===== config.mk =====
export PLATFORM = sky130hd
export DESIGN_NAME = cache_mem_arbiter_flat
export DESIGN_NICKNAME = d
export VERILOG_FILES = /design/src/rtl/cache_mem_arbiter_if.sv /design/src/rtl/cache_mem_arbiter.sv /design/src/flat_wrapper.sv
export SDC_FILE = /design/constraint.sdc
export NUM_CORES = 1
export LEC_CHECK = 0
export CORE_AREA = 2 2 103 105
export CTS_CLUSTER_DIAMETER = 60
export CTS_CLUSTER_SIZE = 14
export DETAILED_ROUTE_END_ITERATION = 7
export DIE_AREA = 0 0 105 107
export GPL_TIMING_DRIVEN = 0
export PLACE_DENSITY = 0.71
export SETUP_SLACK_MARGIN = 0.5
export SYNTH_ARGS = -nofsm -noshare
export SYNTH_HDL_FRONTEND = slang
export SYNTH_SLANG_ARGS = --single-unit

===== constraint.sdc =====
create_clock -name CLK -period 2.3 [get_ports CLK]
set_input_delay 0.23 -clock CLK [delete_from_list [all_inputs] [get_ports CLK]]
set_output_delay 0.23 -clock CLK [all_outputs]
set_load 0.1 [all_outputs]

===== src/rtl/cache_mem_arbiter_if.sv =====
// Cache-to-memory bus: icache and dcache request ports plus the single RAM port.
// The arbiter uses the slave view; the caches/RAM side uses the master view.
interface cache_mem_arbiter_if #(
    parameter int ADDR_W = 32,
    parameter int WORD_W = 32
);
    logic              iREN;
    logic [ADDR_W-1:0] iaddr;
    logic              iwait;
    logic [WORD_W-1:0] iload;

    logic              dREN;
    logic              dWEN;
    logic [ADDR_W-1:0] daddr;
    logic [WORD_W-1:0] dstore;
    logic              dwait;
    logic [WORD_W-1:0] dload;

    logic              ramREN;
    logic              ramWEN;
    logic [ADDR_W-1:0] ramaddr;
    logic [WORD_W-1:0] ramstore;
    logic [WORD_W-1:0] ramload;
    logic [1:0]        ramstate;

    modport slave (
        input  iREN, iaddr, dREN, dWEN, daddr, dstore, ramload, ramstate,
        output iwait, iload, dwait, dload, ramREN, ramWEN, ramaddr, ramstore
    );

    modport master (
        output iREN, iaddr, dREN, dWEN, daddr, dstore, ramload, ramstate,
        input  iwait, iload, dwait, dload, ramREN, ramWEN, ramaddr, ramstore
    );
endinterface


===== src/rtl/cache_mem_arbiter.sv =====
// Memory-side arbiter: grants the RAM port to dcache (priority, locked across
// multi-word sequences) or icache, and raises a sticky err on RAM error or stall timeout.
module cache_mem_arbiter #(
    parameter int ADDR_W  = 32,
    parameter int WORD_W  = 32,
    parameter int TIMEOUT = 64
) (
    input  logic                 CLK,
    input  logic                 nRST,
    cache_mem_arbiter_if.slave   bus,
    output logic                 err
);
    localparam int CNT_W = $clog2(TIMEOUT + 1);
    localparam logic [1:0] RAM_ACCESS = 2'b10;
    localparam logic [1:0] RAM_ERROR  = 2'b11;

    typedef enum logic [1:0] {IDLE, DGRANT, IGRANT} state_t;

    state_t             state_q, state_d;
    logic [CNT_W-1:0]   cnt_q, cnt_d;
    logic               err_q, err_d;

    logic               access;
    logic               dreq;
    logic               ram_ren, ram_wen;

    assign access = (bus.ramstate == RAM_ACCESS);
    assign dreq   = bus.dREN | bus.dWEN;

    // Output decode from the registered grant
    always_comb begin
        ram_ren      = 1'b0;
        ram_wen      = 1'b0;
        bus.ramaddr  = '0;
        bus.ramstore = '0;
        bus.iwait    = 1'b1;
        bus.dwait    = 1'b1;
        bus.iload    = '0;
        bus.dload    = '0;
        case (state_q)
            DGRANT: begin
                bus.ramaddr  = bus.daddr;
                bus.ramstore = bus.dstore;
                ram_wen      = bus.dWEN;
                ram_ren      = bus.dREN & ~bus.dWEN;
                bus.dwait    = ~access;
                bus.dload    = bus.ramload;
            end
            IGRANT: begin
                bus.ramaddr = bus.iaddr;
                ram_ren     = bus.iREN;
                bus.iwait   = ~access;
                bus.iload   = bus.ramload;
            end
            default: ;
        endcase
    end

    assign bus.ramREN = ram_ren;
    assign bus.ramWEN = ram_wen;

    always_comb begin
        state_d = state_q;
        case (state_q)
            IDLE, DGRANT: begin
                if (dreq)          state_d = DGRANT;
                else if (bus.iREN) state_d = IGRANT;
                else               state_d = IDLE;
            end
            IGRANT: begin
                // dcache preempts after each completed icache word
                if (!bus.iREN)          state_d = dreq ? DGRANT : IDLE;
                else if (access && dreq) state_d = DGRANT;
                else                     state_d = IGRANT;
            end
            default: state_d = IDLE;
        endcase
    end

    always_comb begin
        cnt_d = cnt_q;
        if (state_q == IDLE || access || state_d != state_q)
            cnt_d = '0;
        else if ((ram_ren | ram_wen) && cnt_q != CNT_W'(TIMEOUT))
            cnt_d = cnt_q + CNT_W'(1);

        err_d = err_q
              | ((state_q != IDLE) && (bus.ramstate == RAM_ERROR))
              | (cnt_d == CNT_W'(TIMEOUT));
    end

    always_ff @(posedge CLK or negedge nRST) begin
        if (!nRST) begin
            state_q <= IDLE;
            cnt_q   <= '0;
            err_q   <= 1'b0;
        end else begin
            state_q <= state_d;
            cnt_q   <= cnt_d;
            err_q   <= err_d;
        end
    end

    assign err = err_q;
endmodule


===== src/flat_wrapper.sv =====
// flat-port wrapper written by rule: the top's interface ports become plain ports
module cache_mem_arbiter_flat 
#(
    parameter int ADDR_W  = 32,
    parameter int WORD_W  = 32,
    parameter int TIMEOUT = 64
)
  (CLK, nRST, err, bus_iREN, bus_iaddr, bus_dREN, bus_dWEN, bus_daddr, bus_dstore, bus_ramload, bus_ramstate, bus_iwait, bus_iload, bus_dwait, bus_dload, bus_ramREN, bus_ramWEN, bus_ramaddr, bus_ramstore);
  cache_mem_arbiter_if #(.ADDR_W(ADDR_W), .WORD_W(WORD_W)) bus_i ();
  input  logic CLK;
  input  logic nRST;
  output logic err;
  input wire logic [$bits(bus_i.iREN)-1:0] bus_iREN;
  input wire logic [$bits(bus_i.iaddr)-1:0] bus_iaddr;
  input wire logic [$bits(bus_i.dREN)-1:0] bus_dREN;
  input wire logic [$bits(bus_i.dWEN)-1:0] bus_dWEN;
  input wire logic [$bits(bus_i.daddr)-1:0] bus_daddr;
  input wire logic [$bits(bus_i.dstore)-1:0] bus_dstore;
  input wire logic [$bits(bus_i.ramload)-1:0] bus_ramload;
  input wire logic [$bits(bus_i.ramstate)-1:0] bus_ramstate;
  output wire logic [$bits(bus_i.iwait)-1:0] bus_iwait;
  output wire logic [$bits(bus_i.iload)-1:0] bus_iload;
  output wire logic [$bits(bus_i.dwait)-1:0] bus_dwait;
  output wire logic [$bits(bus_i.dload)-1:0] bus_dload;
  output wire logic [$bits(bus_i.ramREN)-1:0] bus_ramREN;
  output wire logic [$bits(bus_i.ramWEN)-1:0] bus_ramWEN;
  output wire logic [$bits(bus_i.ramaddr)-1:0] bus_ramaddr;
  output wire logic [$bits(bus_i.ramstore)-1:0] bus_ramstore;
  assign bus_i.iREN = bus_iREN;
  assign bus_i.iaddr = bus_iaddr;
  assign bus_i.dREN = bus_dREN;
  assign bus_i.dWEN = bus_dWEN;
  assign bus_i.daddr = bus_daddr;
  assign bus_i.dstore = bus_dstore;
  assign bus_i.ramload = bus_ramload;
  assign bus_i.ramstate = bus_ramstate;
  assign bus_iwait = bus_i.iwait;
  assign bus_iload = bus_i.iload;
  assign bus_dwait = bus_i.dwait;
  assign bus_dload = bus_i.dload;
  assign bus_ramREN = bus_i.ramREN;
  assign bus_ramWEN = bus_i.ramWEN;
  assign bus_ramaddr = bus_i.ramaddr;
  assign bus_ramstore = bus_i.ramstore;
  cache_mem_arbiter #(.ADDR_W(ADDR_W), .WORD_W(WORD_W), .TIMEOUT(TIMEOUT)) u_core (.CLK(CLK), .nRST(nRST), .bus(bus_i), .err(err));
endmodule

### After elaboration in Yosys (flattened, before gate mapping)

Index checks and enable logic that the tools add are counted.

* bits in registers: 10
* output and inout port bits: 133
* word-level logic and storage cells: 42

* add/subtract/negate cells: 1
* equal/unequal tests: 7
* muxes and demuxes: 16
* bitwise operators: 7
* reductions and logical operators: 8

Operators with widths (count)
* 32-bit 2-to-1 mux: 3
* 32-bit case mux with 2 select lines: 1
* 7-bit 2-to-1 mux: 2
* 2-bit 2-to-1 mux: 4
* 7-bit by 1-bit adder with 7-bit output (second input constant): 1
* 7-bit equality test (second input constant): 1
* 7-bit inequality test (second input constant): 1
* 2-bit equality test (second input constant): 3
* 1-bit 2-to-1 mux: 4
* 1-bit OR: 4
* 2-bit case mux with 2 select lines: 1
* 1-bit logical AND: 3
* 2-bit by 1-bit equality test with 1-bit output (second input constant): 1
* 2-bit logical NOT: 1
* 1-bit logical OR: 2
* 2-bit inequality test: 1
* 1-bit NOT: 2
* 1-bit case mux with 2 select lines: 1
* 2-bit nonzero test: 1
* 2-bit OR reduction: 1
* 1-bit AND: 1

### Depth between registers and ports, before layout

Gate-level depths: netlist of the first run.

* depth in word-level cells: 10
* gate-level depth with buffers: 9

### Least setup slack after synthesis of the first run

No wires, ideal clock.

* path kind: flip-flop to output port
* start point: register u_core.state_q[0]
* end point: output bus_ramaddr[14]
* arrival: 2703 ps
* data required time: 2070 ps
* setup slack: -633 ps
* cell stages (with the launch flop): 7
* path buffers: 2
* cell sequence: dfrtp_1 inv_1 ha_1 clkbuf_1 clkbuf_1 a22oi_1 nor2b_1

* cells in the longest elaborated chain, start to end: 2

Ends and longest elaborated chain
* start: declaration: line cache_mem_arbiter.sv:19 `state_t state_q, state_d;`
* start signal: assignment: line cache_mem_arbiter.sv:98 `state_q <= state_d;`
* 2-bit equality test / 2-bit by 1-bit equality test with 1-bit output (equally long branches): line cache_mem_arbiter.sv:40 `case (state_q)`
* 32-bit case mux with 2 select lines (*): line cache_mem_arbiter.sv:40
* end: declaration: line flat_wrapper.sv:27 `output wire logic [$bits(bus_i.ramaddr)-1:0] bus_ramaddr;`

Every way passes the cells marked *; elsewhere a longest branch is shown, timed or not.

### Worst setup path in the final report of the first run

* start point: register u_core.state_q[0]
* end point: output bus_ramREN

* cells in the longest elaborated chain, start to end: 2

Ends and longest elaborated chain
* 2-bit equality test / 2-bit by 1-bit equality test with 1-bit output (equally long branches): line cache_mem_arbiter.sv:40
* 1-bit case mux with 2 select lines (*): line cache_mem_arbiter.sv:40
* end: declaration: line flat_wrapper.sv:25 `output wire logic [$bits(bus_i.ramREN)-1:0] bus_ramREN;`

Marked as above.

==> results of run 1 <==
==> cells in the final DEF (no fill, tap or decap), drive strengths merged, types with 3 or more instances in the layout <==
cell type / netlist / routed
inv: 7 / 7
buf: 1 / 157
dfrtp: 10 / 10
ha: 6 / 6
clkdlybuf4s50: 0 / 134
nor2: 11 / 11
nand4: 3 / 3
clkbuf: 20 / 18
a22oi: 32 / 32
and2: 98 / 98
o21ai: 3 / 3
nand2: 8 / 8
xnor2: 3 / 3
xor2: 7 / 7
nor2b: 33 / 33
==> registers in the layout, indices dropped and copies added, names as in the netlist <==
name and cells:
u_core.cnt_q 7, u_core.state_q 2, u_core.err 1
==> power breakdown <==
group          switching, mW  internal [mW]
sequential            0.0313          0.196
combinational           5.74           3.82
clock                 0.0812          0.151
total                   5.85           4.17
==> final timing paths <==
check / startpoint / slack, ns / cells past startpoint / endpoint
min in group CLK: u_core.err / 0.49 / 2 / u_core.err
worst min register to register: u_core.err / 0.49 / 2 / u_core.err
worst min-delay path: nRST / 0.32 / 1 / u_core.cnt_q[0]
worst max-delay path: u_core.state_q[0] / 0.35 / 8 / bus_ramREN
max in group asynchronous: nRST / 1.62 / 1 / u_core.state_q[1]
worst max register to register: u_core.state_q[1] / 0.36 / 9 / u_core.err
==> metrics by stage <==
stage / util / power (mW) / area, um^2 / hold slack [ns]
floorplan: - / 5.881 / 2286 / -0.06559
finish: 0.6986 / 10.02 / 7051 / 0.3162
global placement: 0.5082 / 7.388 / 5129 / 0.4777
CTS: 0.6127 / 9.101 / 6183 / 0.3322
detailed placement: 0.5082 / 7.430 / 5129 / 0.4900
global route: 0.6986 / 10.30 / 7051 / 0.3519
==> layer usage <==
metal  vias to the layer above  routed length [um]  part of all wire  GRT usage
met5                         -                   0                 0          0
met4                         0                 192             0.015    0.03429
met3                        13                 925             0.072    0.04316
met2                       148                7289              0.57     0.3794
met1                      1447                4434              0.35     0.2038
li1                       1453                   -                 -          -
==> cell type report <==
| class | count | area, um^2 | share of cell area |
|---|---|---|---|
| antenna | 2 | 5.005 | 0.0007098 |
| sequential | 10 | 252.7 | 0.03585 |
| timing repair buffer | 285 | 4113 | 0.5833 |
| tap | 136 | 170.2 | 0.02413 |
| inverter | 7 | 28.78 | 0.004082 |
| multi-input combinational | 224 | 2126 | 0.3015 |
| buffer | 21 | 300.3 | 0.04259 |
| clock buffer | 4 | 55.05 | 0.007808 |
==> critical path: cells and delay by family, from the launching register on <==
kind                       cells  cell delay, ns
DFF                            1            0.44
and+or+nand+nor                2            0.22
adders and majority gates      1            0.18
AOI/OAI and AO/OA              1            0.06
buffers and inverters          4            0.58
==> what timing repair did <==
| item | CTS | global route |
|---|---|---|
| pin swaps | 17 | 3 |
| endpoints found under the setup margin | 141 | 141 |
| hold buffers | 0 | 0 |
| cloned | 7 | 0 |
| resized for setup | 1102 | 214 |
| setup buffers | 7 | 4 |
==> kinds of logic after synthesis <==
logic type	Yosys count
AOI/OAI and AO/OA	43
muxes	2
and+or+nand+nor	163
xor gates and xnor gates	10
adders and majority gates	6
buffers and inverters	28
DFF	10
==> reports/results.tsv, run 1 <==
metric	value	unit
dominantRegCellSynth	dfrtp_1	
skew	0.0005796	ns
hpwl	8904	um
yosys-top-cells-area	and2_1 32%, dfrtp_1 13%, a22oi_1 13%	
fmax	512.0	MHz
area_delta_synth_final	276.7	%
num_vias	3061	
cts-root-buf	clkbuf_8	
fillerInstances	701	
dr.pass1.iters	4	
via_per_inst	4.443	
cts_sinks	10	
cts_tree	built	
die_y	107	um
pin_count	268	
finalNetCount	693	
period_minus_slack	1.953	ns
synth_most_common_cell	and2_1	
synth_top_family_by_area	simple AND/OR/NAND/NOR gates	
p_leak	2.912	nW
ant_nets	0	
crit_arrival	1.72	ns
worstSetupEndpointType	output port	
netlist_area	1872	um^2
syn_inst	262	
rsz0062_at_grt	yes	
ys_warn_count	0	
grt_overflow_total	0	
critical-path-slowest-cell	dfrtp_2	
relSlewSlack	0.3434	
rows	37	
antenna_found_initial	2	
gr-usage-all-layers	0.1901	
synthXorXnorAreaFrac	0.04679	
setup.worst_path.start_class	flip-flop	
critPathMaxFanout	6	
worst_slew_pin_slew	0.9833	ns
synthMuxAreaShare	0.01136	
core	10090	um^2
die_area	11240	um^2
synth_edf_count	0	
grt_first_pass_wirelength	17050	um
drv_slew	0	
finalCritPeriodShare	0.8492	
netlist_top_cells_count	97 x and2_1, 33 x nor2b_1, 32 x a22oi_1	
maxCapViolations	0	
htreeDepth	1	
critical_path_required	2.07	ns
gp_congestion	0.8145	
start_util	0.1855	
yosysSeqAreaShare	0.1337	
drt-total-wl	12840	um
setup_viol	0	
synth.distinct_cells	32	
timing.final.ws_setup	0.3468	ns
grt_max_degree	11	
preCtsSetupSlack	-1.030	ns
synth_area_leader_cell	and2_1	
critPathKind	reg -> out	
syn_avg_cell_area	7.144	um^2
ir_worst_vdd	0.8637	mV
dr.first_iter.drc_count	128	
layout-drive-gt1-share	0.6388	
clk_pin_slew_worst_paths	0.05	ns
ys_ff_latch	10	
port_buffers	267	
clk_latency	0.25	ns
die_w	105	um
cpPeakStageDelay	0.44	ns
cts_buffers	3	
crit_top_cell	clkbuf_16	
hp-class	in -> async	
clock_path_buffers	2	
p_per_area	1421	nW/um^2
placed_cells	665	
outcome	completed	
synth.top_cell.area_share	0.3242	
yosys.area_share.simple	0.5301	
wl_per_cell	18.64	um
synth_fa_ha_area_frac	0.04011	
hold_viol	0	
async_flop_share	1.000	
stdcell_count	689	
first_global_vias	3172	
cp_cell_sequence	inv_2, ha_4, clkbuf_16, clkbuf_16, nand2_2, o21ai_2, and2_4, buf_12	
synthesis.nets	403	
synth_compound_area_frac	0.1798	
tns	0	ns
post-route-drc-count	0	
Power figures use the tool's default switching activity.
==> run 2, diff against run 1 <==
--- a/config.mk
+++ b/config.mk
@@ -5,13 +5,13 @@
 export SDC_FILE = /design/constraint.sdc
 export NUM_CORES = 1
 export LEC_CHECK = 0
-export CORE_AREA = 2 2 103 105
+export CORE_AREA = 2 2 104 106
 export CTS_CLUSTER_DIAMETER = 60
 export CTS_CLUSTER_SIZE = 14
 export DETAILED_ROUTE_END_ITERATION = 7
-export DIE_AREA = 0 0 105 107
+export DIE_AREA = 0 0 106 108
 export GPL_TIMING_DRIVEN = 0
-export PLACE_DENSITY = 0.71
+export PLACE_DENSITY = 0.73
 export SETUP_SLACK_MARGIN = 0.5
 export SYNTH_ARGS = -nofsm -noshare
 export SYNTH_HDL_FRONTEND = slang
==> constraint.sdc (replaced) <==
create_clock -name CLK -period 1.7 [get_ports CLK]
set_input_delay 0.17 -clock CLK [delete_from_list [all_inputs] [get_ports CLK]]
set_output_delay 0.17 -clock CLK [all_outputs]
set_load 0.1 [all_outputs]
==> reports/results.tsv, run 2 (same netlist as run 1, synthesis figures left out) <==
metric	value	unit
outcome	finished with violations	
violations	negative setup slack	
cp_cell_sequence	inv_2, ha_4, buf_12, clkbuf_16, nand2_1, o21ai_1, and2_4, buf_12	
die_w	106	um
core	10230	um^2
worstSetupEndpointType	output port	
maxCapViolations	0	
final_common_cell	clkdlybuf4s50_1	
cts_sinks	10	
hold_ws	0.2476	ns
first_global_vias	3292	
rows	37	
die_y	108	um
antenna_cells	0	
htreeDepth	1	
num_vias	3150	
clk_pin_slew_worst_paths	0.05	ns
setup.worst_path.start_class	flip-flop	
post-route-drc-count	0	
hpwl	8903	um
preCtsSetupSlack	-1.452	ns
top_register	u_core.cnt_q	
setup_viol	138	
die_area	11450	um^2
tns	-18.10	ns
grt_max_degree	12	
ant_nets	0	
cts_buffers	3	
critical-path-slowest-cell	dfrtp_2	
relSlewSlack	0.6774	
grt_first_pass_wirelength	17770	um
worst_path_dominant_cell_family	buffers and inverters	
critPathMaxFanout	11	
antenna_found_initial	0	
dr.pass1.iters	4	
fillerInstances	678	
period_minus_slack	1.904	ns
drt-total-wl	13010	um
dr.first_iter.drc_count	87	
via_per_inst	4.599	
layout_common_cells	134 x clkdlybuf4s50_1, 130 x buf_12, 94 x and2_4, 32 x a22oi_2, 32 x nor2b_4	
rsz0062_at_grt	yes	
p_per_area	1892	nW/um^2
clk_latency	0.24	ns
hold_buffers	0	
layout-drive-gt1-share	0.6648	
gr-usage-all-layers	0.1931	
critical_path_required	1.53	ns
worst_slew_pin_slew	0.4873	ns
gp_congestion	0.8544	
skew	0.007590	ns
clock_path_buffers	2	
largest_reg_flops	7	
cts-root-buf	clkbuf_8	
cts_tree	built	
cpPeakStageDelay	0.43	ns
pin_count	268	
finalCritPeriodShare	1.120	
port_buffers	267	
crit_top_cell	buf_12	
area_delta_synth_final	289.2	%
grt_overflow_total	0	
timing.final.ws_setup	-0.2044	ns
critPathKind	reg -> out	
crit_arrival	1.73	ns
critPathBufInv	4	
hp-class	in -> async	
ir_worst_vdd	1.207	mV
p_leak	2.975	nW
wl_per_cell	18.99	um
start_util	0.1830	
hold_viol	0	
fmax	525.1	MHz
finalNetCount	691	
drv_slew	0	
## run 2: changes by cell type in the layout (fill, tap and decap cells not counted), moves of 3 or more
cell	delta
nor2_1	-4
a22oi_1	-7
a22oi_2	+7
buf_4	-6
buf_6	-4
and2_2	-61
and2_4	+61
nor2_2	+3
buf_8	-3
buf_12	+9
## run 2: area by class of cell
type                            count  area, um^2  area share
Clock buffer                        4       45.04    0.006182
Buffer                             21       321.6     0.04414
Timing Repair Buffer              283        4144      0.5688
Sequential cell                    10       252.7     0.03469
Tap cell                          136       170.2     0.02336
Inverter                            7       28.78    0.003950
Multi-Input combinational cell    224        2323      0.3189
## run 2: path summary, 6_finish.rpt
path / start / end / slack, ns / cells after the start
max: u_core.state_q[1] / bus_ramREN / -0.20 / 8
min: nRST / u_core.cnt_q[5] / 0.25 / 1
max reg2reg: u_core.state_q[1] / u_core.err / -0.20 / 9
min in group CLK: u_core.err / u_core.err / 0.48 / 2
max in group asynchronous: nRST / u_core.state_q[1] / 1.11 / 1
min reg2reg: u_core.err / u_core.err / 0.48 / 2
## run 2: routing by layer
| metal | up-vias | global-route usage | wire length (um) |
|---|---|---|---|
| met1 | 1507 | 0.2041 | 4581 |
| met4 | 0 | 0.02726 | 127 |
| met3 | 13 | 0.05063 | 1090 |
| li1 | 1444 | - | - |
| met2 | 186 | 0.3894 | 7206 |
| met5 | - | 0 | 0 |
## run 2: power by group
group	internal [mW]	switching, mW	total [mW]	leakage (nW)
clock network	0.164	0.0973	0.262	0.0228
registers	0.266	0.0466	0.312	0.129
logic	5.33	7.88	13.2	2.82
total	5.76	8.02	13.8	2.97
## run 2: timing repair
item                        CTS  global route
gates resized for setup    1139           155
buffers inserted              3             9
setup endpoints to repair   143           142
pin swaps                     1             9
gates cloned                  3             1
## run 2: metrics by stage
stage	power, mW	util	instance area [um^2]	cells
after floorplan	8.404	-	2500	262
after global placement	10.44	0.5222	5343	665
after detailed placement	10.50	0.5222	5343	665
after CTS	12.81	0.6416	6564	675
after global routing	14.16	0.7121	7286	685
final	13.78	0.7121	7286	685
==> run 3, diff against run 2 <==
--- a/config.mk
+++ b/config.mk
@@ -5,6 +5,7 @@
 export SDC_FILE = /design/constraint.sdc
 export NUM_CORES = 1
 export LEC_CHECK = 0
+export ABC_CLOCK_PERIOD_IN_PS = 1700
 export CORE_AREA = 2 2 104 106
 export CTS_CLUSTER_DIAMETER = 60
 export CTS_CLUSTER_SIZE = 14
==> results of run 3 <==
No change in the layout: final DEF, timing and power equal those of run 2.
